--- src/rtl/muldiv_issue.sv ---
// Issue/capture control for an external multiply/divide unit, with the HI/LO registers.
// Optional `MULDIV_DIV0_BYPASS_EN: a DIVU by zero is resolved locally (hi=a, lo=all ones) without issuing.
module muldiv_issue (
    input  logic        clk,
    input  logic        rst,
    input  logic        req_valid,
    input  logic [1:0]  req_op,
    input  logic [31:0] req_a,
    input  logic [31:0] req_b,
    output logic        stall,
    output logic [31:0] rd_data,
    output logic        md_valid,
    output logic        md_mode,
    output logic [31:0] md_a,
    output logic [31:0] md_b,
    input  logic        md_ready,
    input  logic [63:0] md_out,
    output logic [31:0] hi,
    output logic [31:0] lo
);
    typedef enum logic [1:0] {IDLE, ISSUE, WAIT} state_t;

    state_t state, state_nxt;
    logic   is_md, bypass, accept;

    assign is_md = req_valid && !req_op[1];
`ifdef MULDIV_DIV0_BYPASS_EN
    assign bypass = is_md && req_op[0] && (req_b == 32'd0);
`else
    assign bypass = 1'b0;
`endif
    assign accept = is_md && !bypass;

    always_comb begin
        state_nxt = state;
        stall     = 1'b0;
        unique case (state)
            IDLE: begin
                if (accept) begin
                    state_nxt = ISSUE;
                    stall     = 1'b1;
                end
            end
            ISSUE: begin
                state_nxt = WAIT;
                stall     = 1'b1;
            end
            WAIT: begin
                stall = 1'b1;
                if (md_ready) state_nxt = IDLE;
            end
            default: state_nxt = IDLE;
        endcase
    end

    // MFHI/MFLO reads are served directly; a stalled read retries once back in IDLE.
    always_comb begin
        rd_data = 32'd0;
        if (req_valid && req_op[1]) rd_data = req_op[0] ? lo : hi;
    end

    always_ff @(posedge clk) begin
        if (rst) begin
            state    <= IDLE;
            md_valid <= 1'b0;
            md_mode  <= 1'b0;
            md_a     <= 32'd0;
            md_b     <= 32'd0;
            hi       <= 32'd0;
            lo       <= 32'd0;
        end else begin
            state    <= state_nxt;
            md_valid <= (state == IDLE) && accept;
            if ((state == IDLE) && accept) begin
                md_mode <= req_op[0];
                md_a    <= req_a;
                md_b    <= req_b;
            end
            if ((state == WAIT) && md_ready) begin
                hi <= md_out[63:32];
                lo <= md_out[31:0];
            end
            if ((state == IDLE) && bypass) begin
                hi <= req_a;
                lo <= 32'hFFFF_FFFF;
            end
        end
    end
endmodule

--- config.mk ---
export PLATFORM = sky130hd
export DESIGN_NAME = muldiv_issue
export DESIGN_NICKNAME = d
export VERILOG_FILES = /design/src/rtl/muldiv_issue.sv
export SDC_FILE = /design/constraint.sdc
export NUM_CORES = 1
export LEC_CHECK = 0
export BUFFER_PORTS_ARGS = -buffer_cell sky130_fd_sc_hd__buf_2
export CAP_MARGIN = 15
export CORE_AREA = 4 4 113 115
export CTS_CLUSTER_SIZE = 12
export DETAILED_ROUTE_END_ITERATION = 12
export DIE_AREA = 0 0 117 119
export PLACE_DENSITY = 0.77
export SLEW_MARGIN = 0
export SYNTH_ARGS = -nofsm -noshare
export SYNTH_HDL_FRONTEND = slang
export SYNTH_SLANG_ARGS = --single-unit
--- constraint.sdc ---
create_clock -name clk -period 2.3 [get_ports clk]
set_input_delay 0.115 -clock clk [delete_from_list [all_inputs] [get_ports clk]]
set_output_delay 0.115 -clock clk [all_outputs]
set_load 0.01 [all_outputs]
==> summary by stage <==
Die
The die boundary height is 119 microns. The die outline width is 117 microns. The floorplan step defined a die boundary enclosing 0.0139 sq mm. The I/O pin count is 297. The initialized floorplan defines 40 standard-cell rows.

The standard cell core area is 0.0118 sq mm. The initial utilization of the core area, before any placement, comes to 43.6%.

Critical path
The class of the most critical setup path is reg -> reg. For the worst setup path, the data required time is 2.63 ns. Among all stages on the critical path, the largest delay is contributed by sky130_fd_sc_hd__buf_4. Along the worst path, the maximum fanout reaches 57. The kind of capture point of the worst setup path is a flip-flop. The worst reg2reg path startpoint is state[1].

For this run, the slowest stage of the critical path takes 0.51 ns. The worst endpoint data arrival time is 2.24 ns. The count of cells along the worst register-to-register path is 6. Walking the worst path, the cells encountered are inv_1 > ha_1 > and3b_2 > buf_4 > nand2_1 > a21oi_1. The worst-case register-to-register setup slack is 0.38 ns. The buffering stage count on the worst path with inverters included is 2.

The kind of start point of the critical path is a flip-flop. Broken down by cell family, the worst path's largest delay share belongs to buffers and inverters. The destination of the worst register-to-register timing path is md_b[24].

Detailed routing
The ratio of routed vias to standard cells is 5.02. The number of optimization iterations in the first detailed-route pass is 5. The wire length per cell after detailed routing is 15.6 microns. Detailed routing inserted a total of 6,116 vias. The residual antenna-violating net count after detailed routing is 0. The starting DRC count in detailed routing is 503. The number of design rule violations left after detail routing is 0.

Wires add up to 19.1 mm.

CTS
The clock tree from TritonCTS is yes. The clock tree buffer depth is 2. The clock net in this run drives a total of 132 sinks. Clock latency on the worst-skew pair, taken at its later pin, is 0.41 ns. The number of setup buffers added after CTS is 0. Counting the buffers created by CTS gives 17.

In this run the number of H-tree levels came out at 4. Clock-pin slew was measured on the worst setup and hold paths at 0.06 ns. The library cell used as clock root buffer is sky130_fd_sc_hd__clkbuf_16.

Global routing
The first global-routing pass estimated 29.5 mm of wire. The total overflow reported by the global router is 0. The initial antenna violation count came to 0.

The global router's overall resource usage is 26.4%. The number of global-route vias before repair is 6,183. Entering global routing, the biggest net connects 71 pins.

Placement
The cell area after placement is 0.00666 sq mm. Timing analysis after detailed placement gives a worst setup slack of 0.489 ns. The port buffer count is 296. The congestion estimate from routability-driven global placement came to 0.795. Detailed placement finished with a half-perimeter wire length of 11.0 mm.

Worst hold path
The path with the worst hold slack has its endpoint at hi[28]. The startpoint identified for the worst hold timing path is rst. The class of the worst hold path is in -> reg.

The number of instances on the worst hold path is 2.

Synthesis
The post-synth net total is 795. After synthesis the netlist holds a flip-flop and latch count of 132. The count of warnings emitted by yosys is 0. The share of the Yosys chip area taken by registers is 51.3%.

In this run the biggest area consumer among cell types represents 51.3% of the synthesized area. The cell count after synthesis came out at 656. Averaged over all synthesized cells, the footprint is 7.85 sq um. The biggest area contributor in the post-synthesis netlist is sky130_fd_sc_hd__dfxtp_1. The cell area after synthesis is 0.00515 sq mm. After synthesis, the netlist uses 17 different library cells. In the post-synthesis netlist, the biggest area contributors are sky130_fd_sc_hd__dfxtp_1 51%, sky130_fd_sc_hd__nand2_1 19%, sky130_fd_sc_hd__a21oi_1 13%, sky130_fd_sc_hd__mux2i_1 6.6%, sky130_fd_sc_hd__nor2_1 2.6%.

Timing
The share of the clock period used by the worst path is 83.4%. The aggregate negative setup slack is 0 ns. Headroom to the max-slew limit came out at 61.0%. Setup repair after global routing left no endpoint under its margin.

On the final layout, the worst clock skew is 0.0131 ns. The measured slew at the worst slew-check pin is 0.585 ns. The final setup violation count is 0. The final count of pins violating max slew is 0. The number of failing hold endpoints at the final stage came to 0.

The worst setup slack after layout is 0.382 ns. The maximum operating frequency is 521 MHz. The final critical path time including I/O delays and setup is 1.92 ns.

Power and ir drop
The worst ir drop on vdd is 0.403 mV. In this run the power density over the cells is 798 mW/mm^2. Summed over all cells, the static leakage comes to 3.99 nW.

Cells and area
Of the cells placed in the final design, the portion with a size suffix greater than 1 is 31.6%. 0 antenna diodes ended up in the layout. The leading cell type in the layout, fill and taps excluded is sky130_fd_sc_hd__buf_2. The final net count is 1,198. After routing the design area is 0.00856 sq mm.

The top cell types in the final layout, fill and taps aside, are 295 x sky130_fd_sc_hd__buf_2, 259 x sky130_fd_sc_hd__nand2_1, 132 x sky130_fd_sc_hd__dfxtp_1. The area growth from synthesis to layout is 66.2%.

Outcome
The flow ran to the end, and the final reports show no timing, DRC or antenna violations.

Job
Max-cap violations in this run came to 0.
area by class of cell:
cell class | instances | area [sq um]
fillers | 812 | 3250
clock inverters | 11 | 150
repair buffers | 433 | 2880
multi-input cells | 473 | 2230
well taps | 147 | 184
clock buffers | 21 | 470
inverters | 2 | 7.51
flip-flops and latches | 132 | 2640
sequential cells by signal, summed over array words and instances (netlist names):
| register | cells |
|---|---|
| md_valid | 1 |
| md_mode | 1 |
| hi | 32 |
| md_b | 32 |
| md_a | 32 |
| lo | 32 |
| state | 2 |
power breakdown:
group	switching, mW	internal, mW
sequential	0.132	2.49
combinational	0.777	0.610
clock	1.02	1.80
total	1.93	4.90
cell usage after synthesis:
| master | count |
|---|---|
| sky130_fd_sc_hd__inv_1 | 2 |
| sky130_fd_sc_hd__clkbuf_1 | 12 |
| sky130_fd_sc_hd__a21oi_1 | 130 |
| sky130_fd_sc_hd__buf_4 | 9 |
| sky130_fd_sc_hd__and2_1 | 1 |
| sky130_fd_sc_hd__nand2_1 | 260 |
| sky130_fd_sc_hd__nor2b_1 | 1 |
| sky130_fd_sc_hd__buf_1 | 3 |
| sky130_fd_sc_hd__nand2b_1 | 5 |
| sky130_fd_sc_hd__ha_1 | 5 |
| sky130_fd_sc_hd__nor2_1 | 35 |
| sky130_fd_sc_hd__buf_2 | 20 |
| sky130_fd_sc_hd__dfxtp_1 | 132 |
| sky130_fd_sc_hd__nand3b_1 | 1 |
| sky130_fd_sc_hd__and3b_1 | 1 |
| sky130_fd_sc_hd__mux2i_1 | 34 |
| sky130_fd_sc_hd__buf_6 | 5 |
how the worst max path moves through the flow:
stage,from,to,slack [ns],cells past startpoint
4_1_cts,state[1],stall,0.46,6
3_5_place_dp,state[1],md_b[27],0.49,6
5_1_grt,state[1],md_b[16],0.22,6
3_3_place_gp,state[0],md_b[30],0.56,6
2_1_floorplan,state[0],md_a[0],0.97,7
6_report,state[1],md_b[24],0.38,6
timing repair:
item	CTS	global route
endpoints found under the hold margin	128	0
hold buffers	128	0
gates resized for setup	0	0
cell families after synthesis:
logic type | after synthesis | synth area share (%)
muxes | 34 | 6.61
adders and majority gates | 5 | 1.21
and+or+nand+nor | 304 | 22.7
AOI/OAI and AO/OA | 130 | 12.6
buffers and inverters | 51 | 5.59
DFF | 132 | 51.3
routing by layer:
layer	part of all wire (%)	global-route usage (%)
met5	0	0
met4	4.8	14.6
met3	9.0	7.47
met2	50	46.9
met1	36	27.2
per-stage QoR:
stage	utilization [%]	hold WS (ns)	power [mW]	instances
after floorplan	-	0.251	3.41	656
after global placement	56.4	0.355	3.82	1059
after detailed placement	56.4	0.360	3.84	1059
after CTS	72.5	0.0592	6.83	1219
after global routing	72.5	0.0692	7.11	1219
final	72.5	0.0646	6.83	1219
No activity file was read; power rests on OpenSTA's default activity.
